[src/rtl/ps2_init_sequencer.sv]
// ps2_init_sequencer
//   Sits between a PS/2 byte controller and the game logic. A start pulse runs
//   the keyboard bring-up: reset (FF, expect ACK FA, then BAT pass AA), set
//   the typematic rate (F3 + rate), set the LEDs (ED + leds) and enable
//   scanning (F4). Every byte needs an ACK. An FE reply, a missing ACK or a
//   transmit error makes it resend the byte, up to MAX_RETRY times. Once
//   READY it forwards scancode bytes and resends the LED setting when asked.
// Ports
//   CLOCK_50, reset                   clock, synchronous active-high reset
//   start, rate_cfg, led_cfg          init request and configuration bytes
//   led_update                        LED resend request
//   received_data(_en)                bytes coming from the keyboard
//   command_was_sent, error_communication_timed_out  transmit status strobes
//   command_to_send, send_command     byte and transmit request to controller
//   key_data, key_valid               forwarded scancode strobe
//   ready, busy, fail, fail_code      sequencer status
module ps2_init_sequencer #(
   parameter int ACK_TIMEOUT = 2_500_000,
   parameter int BAT_TIMEOUT = 50_000_000,
   parameter int MAX_RETRY   = 3
) (
   input  logic       CLOCK_50,
   input  logic       reset,
   input  logic       start,
   input  logic [7:0] rate_cfg,
   input  logic [2:0] led_cfg,
   input  logic       led_update,
   input  logic [7:0] received_data,
   input  logic       received_data_en,
   input  logic       command_was_sent,
   input  logic       error_communication_timed_out,
   output logic [7:0] command_to_send,
   output logic       send_command,
   output logic [7:0] key_data,
   output logic       key_valid,
   output logic       ready,
   output logic       busy,
   output logic       fail,
   output logic [1:0] fail_code
);

   localparam int TW = $clog2(BAT_TIMEOUT);
   localparam int RW = $clog2(MAX_RETRY + 1);

   typedef enum logic [2:0] {
      S_IDLE     = 3'd0,
      S_SEND     = 3'd1,
      S_WAIT_ACK = 3'd2,
      S_WAIT_BAT = 3'd3,
      S_READY    = 3'd4,
      S_FAIL     = 3'd5
   } state_t;

   state_t        state_r, state_next_s;
   logic [2:0]    step_r, step_next_s;
   logic [RW-1:0] retry_r, retry_next_s;
   logic [TW-1:0] timer_r, timer_next_s, timer_inc_s;
   logic [1:0]    fail_code_next_s;
   logic          led_mode_r, led_mode_next_s;
   logic          led_pending_r, led_pending_next_s;
   logic [7:0]    rate_r;
   logic [2:0]    led_r;
   logic          load_rate_s, load_led_s;
   logic          got_fa_s, got_fe_s;

   // Byte to transmit for each step of the bring-up sequence.
   function automatic logic [7:0] step_byte(input logic [2:0] step,
                                            input logic [7:0] rate,
                                            input logic [2:0] leds);
      case (step)
         3'd0:    step_byte = 8'hFF;
         3'd1:    step_byte = 8'hF3;
         3'd2:    step_byte = rate;
         3'd3:    step_byte = 8'hED;
         3'd4:    step_byte = {5'b00000, leds};
         3'd5:    step_byte = 8'hF4;
         default: step_byte = 8'h00;
      endcase
   endfunction

   assign timer_inc_s = (timer_r == {TW{1'b1}}) ? timer_r : timer_r + TW'(1);
   assign got_fa_s    = received_data_en && (received_data == 8'hFA);
   assign got_fe_s    = received_data_en && (received_data == 8'hFE);

   // Next-state, step/retry/timer bookkeeping.
   always_comb begin
      state_next_s       = state_r;
      step_next_s        = step_r;
      retry_next_s       = retry_r;
      timer_next_s       = timer_r;
      fail_code_next_s   = fail_code;
      led_mode_next_s    = led_mode_r;
      led_pending_next_s = led_pending_r;
      load_rate_s        = 1'b0;
      load_led_s         = 1'b0;

      // One outstanding LED request is remembered while not READY.
      if (led_update && (state_r != S_READY)) begin
         led_pending_next_s = 1'b1;
      end else begin
         led_pending_next_s = led_pending_r;
      end

      case (state_r)
         S_IDLE, S_FAIL: begin
            if (start) begin
               state_next_s     = S_SEND;
               step_next_s      = 3'd0;
               retry_next_s     = {RW{1'b0}};
               fail_code_next_s = 2'b00;
               led_mode_next_s  = 1'b0;
               load_rate_s      = 1'b1;
            end else begin
               state_next_s = state_r;
            end
         end
         S_SEND: begin
            // A transmit error wins over a simultaneous sent strobe.
            if (error_communication_timed_out) begin
               if (retry_r == RW'(MAX_RETRY)) begin
                  state_next_s     = S_FAIL;
                  fail_code_next_s = 2'b01;
               end else begin
                  retry_next_s = retry_r + RW'(1);
               end
            end else if (command_was_sent) begin
               state_next_s = S_WAIT_ACK;
               timer_next_s = {TW{1'b0}};
            end else begin
               state_next_s = S_SEND;
            end
         end
         S_WAIT_ACK: begin
            timer_next_s = timer_inc_s;
            if (got_fa_s) begin
               if (step_r == 3'd0) begin
                  state_next_s = S_WAIT_BAT;
                  timer_next_s = {TW{1'b0}};
               end else begin
                  retry_next_s = {RW{1'b0}};
                  if ((step_r == 3'd5) || ((step_r == 3'd4) && led_mode_r)) begin
                     state_next_s = S_READY;
                  end else begin
                     state_next_s = S_SEND;
                     step_next_s  = step_r + 3'd1;
                     load_led_s   = (step_r == 3'd2);
                  end
               end
            end else if (got_fe_s || (timer_r == TW'(ACK_TIMEOUT - 1))) begin
               if (retry_r == RW'(MAX_RETRY)) begin
                  state_next_s     = S_FAIL;
                  fail_code_next_s = 2'b01;
               end else begin
                  state_next_s = S_SEND;
                  retry_next_s = retry_r + RW'(1);
               end
            end else begin
               state_next_s = S_WAIT_ACK;
            end
         end
         S_WAIT_BAT: begin
            timer_next_s = timer_inc_s;
            if (received_data_en && (received_data == 8'hAA)) begin
               state_next_s = S_SEND;
               step_next_s  = 3'd1;
               retry_next_s = {RW{1'b0}};
            end else if (received_data_en && (received_data == 8'hFC)) begin
               state_next_s     = S_FAIL;
               fail_code_next_s = 2'b11;
            end else if (timer_r == TW'(BAT_TIMEOUT - 1)) begin
               state_next_s     = S_FAIL;
               fail_code_next_s = 2'b10;
            end else begin
               state_next_s = S_WAIT_BAT;
            end
         end
         S_READY: begin
            if (led_update || led_pending_r) begin
               state_next_s       = S_SEND;
               step_next_s        = 3'd3;
               retry_next_s       = {RW{1'b0}};
               led_mode_next_s    = 1'b1;
               led_pending_next_s = 1'b0;
               load_led_s         = 1'b1;
            end else begin
               state_next_s = S_READY;
            end
         end
         default: begin
            state_next_s = S_IDLE;
         end
      endcase
   end

   // Sequencer state and captured configuration.
   always_ff @(posedge CLOCK_50) begin
      if (reset) begin
         state_r       <= S_IDLE;
         step_r        <= 3'd0;
         retry_r       <= {RW{1'b0}};
         timer_r       <= {TW{1'b0}};
         led_mode_r    <= 1'b0;
         led_pending_r <= 1'b0;
         rate_r        <= 8'h00;
         led_r         <= 3'b000;
      end else begin
         state_r       <= state_next_s;
         step_r        <= step_next_s;
         retry_r       <= retry_next_s;
         timer_r       <= timer_next_s;
         led_mode_r    <= led_mode_next_s;
         led_pending_r <= led_pending_next_s;
         rate_r        <= load_rate_s ? rate_cfg : rate_r;
         led_r         <= load_led_s ? led_cfg : led_r;
      end
   end

   // Registered outputs, decoded from the next state so they line up with it.
   always_ff @(posedge CLOCK_50) begin
      if (reset) begin
         command_to_send <= 8'h00;
         send_command    <= 1'b0;
         key_data        <= 8'h00;
         key_valid       <= 1'b0;
         ready           <= 1'b0;
         busy            <= 1'b0;
         fail            <= 1'b0;
         fail_code       <= 2'b00;
      end else begin
         send_command    <= (state_next_s == S_SEND);
         command_to_send <= (state_next_s == S_SEND) ?
                            step_byte(step_next_s, rate_r, led_r) : 8'h00;
         key_valid       <= (state_r == S_READY) && received_data_en;
         key_data        <= ((state_r == S_READY) && received_data_en) ?
                            received_data : key_data;
         ready           <= (state_next_s == S_READY);
         busy            <= (state_next_s == S_SEND) || (state_next_s == S_WAIT_ACK) ||
                            (state_next_s == S_WAIT_BAT);
         fail            <= (state_next_s == S_FAIL);
         fail_code       <= fail_code_next_s;
      end
   end

endmodule
[config.mk]
export PLATFORM = sky130hd
export DESIGN_NAME = ps2_init_sequencer
export DESIGN_NICKNAME = d
export VERILOG_FILES = /design/src/rtl/ps2_init_sequencer.sv
export SDC_FILE = /design/constraint.sdc
export NUM_CORES = 1
export LEC_CHECK = 0
export CAP_MARGIN = 20
export CORE_UTILIZATION = 45
export DETAILED_ROUTE_END_ITERATION = 12
export GPL_TIMING_DRIVEN = 0
export PLACE_DENSITY = 0.71
export SLEW_MARGIN = 20
export SYNTH_ARGS = -nofsm -noshare
export SYNTH_HDL_FRONTEND = slang
export SYNTH_SLANG_ARGS = --single-unit
[constraint.sdc]
create_clock -name CLOCK_50 -period 4 [get_ports CLOCK_50]
set_clock_uncertainty 0.2 [all_clocks]
set_input_delay 0.4 -clock CLOCK_50 [delete_from_list [all_inputs] [get_ports CLOCK_50]]
set_output_delay 0.4 -clock CLOCK_50 [all_outputs]
set_load 0.01 [all_outputs]
**After elaboration in Yosys (flattened, before gate mapping)**

Cells that the tools add are included.

- Bits in registers: 70
- Input bits: 26
- Output and inout bits: 23
- Logic and storage cells: 142

- $add $sub $neg: 3
- Equality and inequality tests: 39
- Mux-type cells: 58
- Bitwise gates (word level): 1
- Reduce and logical (&&, ||, !) cells: 25

Operator list:

| kind | count |
|---|---|
| $mux 26 | 5 |
| $pmux 26 s3 | 1 |
| $mux 3 | 18 |
| $eq 26x26->1 const B | 2 |
| $pmux 8 s6 | 1 |
| $eq 8x8->1 const B | 4 |
| $mux 2 | 16 |
| $add 26x1->26 const B | 1 |
| $eq 26x22->1 const B | 1 |
| $eq 3x3->1 const B | 8 |
| $eq 3x2->1 const B | 7 |
| $ne 2x2->1 const B | 9 |
| $pmux 3 s5 | 1 |
| $reduce_and 7->1 | 2 |
| $ne 3x3->1 const B | 4 |
| $pmux 3 s4 | 1 |
| $mux 1 | 11 |
| $pmux 2 s5 | 1 |
| $eq 3x1->1 const B | 3 |
| $logic_not 3->1 | 3 |
| $pmux 2 s4 | 1 |
| $logic_and 1x1->1 | 7 |
| $reduce_and 3->1 | 2 |
| $logic_or 1x1->1 | 5 |
| other kinds (10) | 12 |

**Longest topological paths before layout**

- Depth after elaboration: 10
- Gate-level depth with buffers: 10
- Gate-level depth less buffers: 9

**Least setup slack after synthesis**

OpenSTA, ideal clock, no wires.

- Path kind: flip-flop to flip-flop
- Start point: register timer_r[0]
- End point: register command_to_send[0]
- Setup time: 0.088 ns
- Arrival time: 2.446 ns
- Required time: 3.712 ns
- Slack: 1.266 ns
- Cell stages (with the launch flop): 10
- Path buffers: 1
- Period minus slack after synthesis: 2.734 ns
- Path through: dfxtp_1 ha_1 nand2_1 nand4bb_1 o41ai_2 a21oi_1 o21ba_1 or4b_1 buf_2 nor4_2

- Word-level cells in the longest chain between the ends: 8
- Elaborated cells on any way between the ends: 12
- Classes of those cells: eq/ne: 3; mux: 6; bitwise: 1; reduce/logical: 2

RTL lines:

| item | RTL line | source |
|---|---|---|
| start: declaration | 57 | `logic [TW-1:0] timer_r, timer_next_s, timer_inc_s;` |
| start signal: assignment | 201 | `timer_r <= {TW{1'b0}};` |
| start signal: assignment | 210 | `timer_r <= timer_next_s;` |
| $eq 26x26->1 / $eq 26x22->1 (equally long branches) | 170, 149 |  |
| $mux 3 / $logic_or 1x1->1 (equally long branches) | 170, 149 |  |
| $mux 3 (on tied branches) | 167, 149 |  |
| $mux 3 (on tied branches) | 163, 135 |  |
| $pmux 3 s5 (*) | 104 | `case (state_r)` |
| $eq 3x1->1 (*) | 231 | `command_to_send <= (state_next_s == S_SEND) ?` |
| $not 1->1 (no line) (*) | n/a |  |
| $reduce_or 2->1 (no line) (*) | n/a |  |
| end signal: assignment | 231 |  |
| end: declaration | 32 | `output logic [7:0] command_to_send,` |

Every way passes the cells marked *; elsewhere a longest branch is shown, timed or not.
A chain may end at the register's enable or synchronous reset.

**Worst setup path after layout**

- Start point: register step_r[0]
- End point: register command_to_send[2]

- Word-level cells in the longest chain between the ends: 10
- Elaborated cells on any way between the ends: 27
- Classes of those cells: add/sub: 1; eq/ne: 8; mux: 12; bitwise: 1; reduce/logical: 5

RTL lines:

| item | RTL line | source |
|---|---|---|
| start: declaration | 55 | `logic [2:0] step_r, step_next_s;` |
| start signal: assignment | 208 | `step_r <= step_next_s;` |
| branches (longest 10 deep; another with $add 3x1->3) | n/a |  |

Parallel ways; which one is timed is not known.

==> impl_results.md <==
- Drt drc: 0
- Syn_nets: 471
- Slew HR: 26.8%
- Ys Warns: 0
- # rows: 32
- Ys async rst share: 0%
- Pleak: 1.62 nW
- Post-Syn Area: 3550 um2
- Post-synth EDFFs: 0
- Top FF cell, synth: dfxtp_1
- Worst-skew pair later-pin latency: 350 ps
- Area grow syn2layout: 22.8%
- Clk slew on worst S/H paths: 80 ps
- Root Driver: clkbuf_8
- Overflow after GRT: 0
- # clock sinks: 70
- Core area: 7690 um2
- Hold_ws: 256 ps
- Initial antenna violation count: 0
- Worst IR Drop VDD: 0.000190 V
- Power Dens Cells: 350 nW/um2
- Post-synth top area share: 39.4%
- Via-per-instance ratio: 5.65
- Min setup slack post-route: 603 ps
- Fraction of layout cells with a size suffix above 1: 6.16%
- Non-filler cells, final: 605
- Placed insts: 589
- Final period util: 84.9%
- Drt first pass iters: 5
- Max Cap Viol: 0
- RSZ-0062 raised after global routing: false
- Crit path DAT: 3420 ps
- Die W: 90.9 um
- Post-CTS Setup Repair Bufs: 0
- Count of input and output buffers: 47
- Unique cell type count in the Yosys netlist: 56
- Longest Clk Path Bufs: 2
- R2R Setup Slk: 600 ps
- Avg WL per Cell: 14.9 um
- Commonest cells after routing, fill and taps aside: dfxtp_1 (70), nor2_1 (51), clkdlybuf4s50_1 (47)
- Total Neg Setup Slack: 0 ps
- Setup WS pre-CTS: 450 ps
- Placer Congestion: 0.916
- Setup violations, final: 0
- Status: completed
- First-pass GRT wire length: 15,400 um
- Fin crit period: 3400 ps
- Total number of vias: 3,420
- Nets: 529
- Die H: 90.9 um
- IO Count: 49
- Total GRT Usage: 23.3%
- CP Launch Type: flop
- Full die area: 8260 um2
- Largest net degree at the start of global routing: 13
- Initial Utilization: 46.2%
- Max Slew Vio Count: 0
- Final HPWL DP: 6640 um
- Tot Pwr: 1.53 mW
- Post-synthesis register bit count: 70
- Post-cts resize count: 0
- Vias in the first global route: 3,201
- Post-route ant nets: 0
- Total CTS buffers: 9
- Final WL: 8990 um
- WS Path Type: flop to flop
- Post-synthesis area per instance: 8.08 um2
- Max H-tree Level: 3
- Worst Path Required: 4020 ps
- Synth top area cells: dfxtp_1 (39%), a21oi_1 (5.6%), nor2_1 (5.4%), nand2_1 (4.1%), mux2i_1 (3.9%)
- Hold Path Class: flop to flop
- DR iter-0 viols: 277
- Hold Vio Cnt, Final: 0
- TritonCTS clock tree: built
- Antenna diodes: 0
- Worst slew pin tran: 1090 ps
- Commonest non-fill, non-tap cell in the layout: dfxtp_1
- Multi-input gate area: 2020 um2
- Fmax: 294 MHz
- Register area: 1400 um2
- Mapped Cells: 440
- Crit-path max FO: 10
- CTS Hold Bufs: 0
- Seq/Total Area, Yosys: 39.4%
- Setup crit end kind: flop
- Post-synth top area cell: dfxtp_1
- Filler cell count: 722
==> per-layer routing <==
metal	vias up	GRT usage (%)	share of wire (%)
met3	11	3.70	5.7
met4	0	8.99	1.6
met5	-	0	0
li1	1690	-	-
met2	117	34.7	43
met1	1602	33.6	49
==> worst max-delay path, stage by stage (launching register included) <==
cell and delay [ps]:
dfxtp_1 420, inv_1 140, ha_1 260, a21oi_1 260
mux2_2 250, a211oi_1 80, nor3_1 880, inv_1 250
nor2_1 400, a2111oi_2 130
==> per-stage QoR <==
step	util (%)	area, um2
after global routing	56.8	4370
after CTS	56.8	4370
after floorplan	-	3550
after detailed placement	54.0	4150
final	56.8	4370
after global placement	54.0	4150
==> final timing paths <==
check | start | to | depth (start not counted)
min | key_data[2] | key_data[2] | 2
max | step_r[0] | command_to_send[2] | 9
min reg2reg | key_data[2] | key_data[2] | 2
max reg2reg | step_r[0] | command_to_send[2] | 9
==> cells in the mapped netlist, types with 11 or more instances <==
library cell and n:
a21oi_1 40, clkbuf_1 15, dfxtp_1 70, inv_1 14
mux2i_1 14, nand2_1 39, nand3_1 18, nor2_1 51
nor3_1 17, o21ai_0 19, or3_1 11, xor2_1 12
==> cell families after synthesis <==
logic type               share of synthesized area, %
AND/OR/NAND/NOR                                  31.5
flip-flops                                       39.4
buffers and inverters                            3.84
adder cells (fa/ha/maj)                          1.76
AO/OA/AOI/OAI                                    15.5
XOR/XNOR                                         3.70
multiplexers                                     4.26
==> sequential cells by signal, indices dropped and copies added, names as in the netlist, 2 cells and up <==
name and cells:
timer_r 26, command_to_send 8, key_data 8, rate_r 8, led_r 3, state_r 3
step_r 3, fail_code 2, retry_r 2
==> layout make-up <==
type	count	share of cell area, %
well taps	102	2.92
multi-input cells	335	46.2
repair buffers	47	10.8
clock buffers	10	2.92
flip-flops and latches	70	32.1
plain buffers	20	1.83
inverters	15	1.29
clock inverters	6	1.98
==> power by group <==
part | leakage (nW) | switching (mW) | internal [mW]
clock | 0.106 | 0.275 | 0.350
combinational | 0.943 | 0.0891 | 0.0820
sequential | 0.569 | 0.0119 | 0.719
Power figures use the tool's default switching activity.
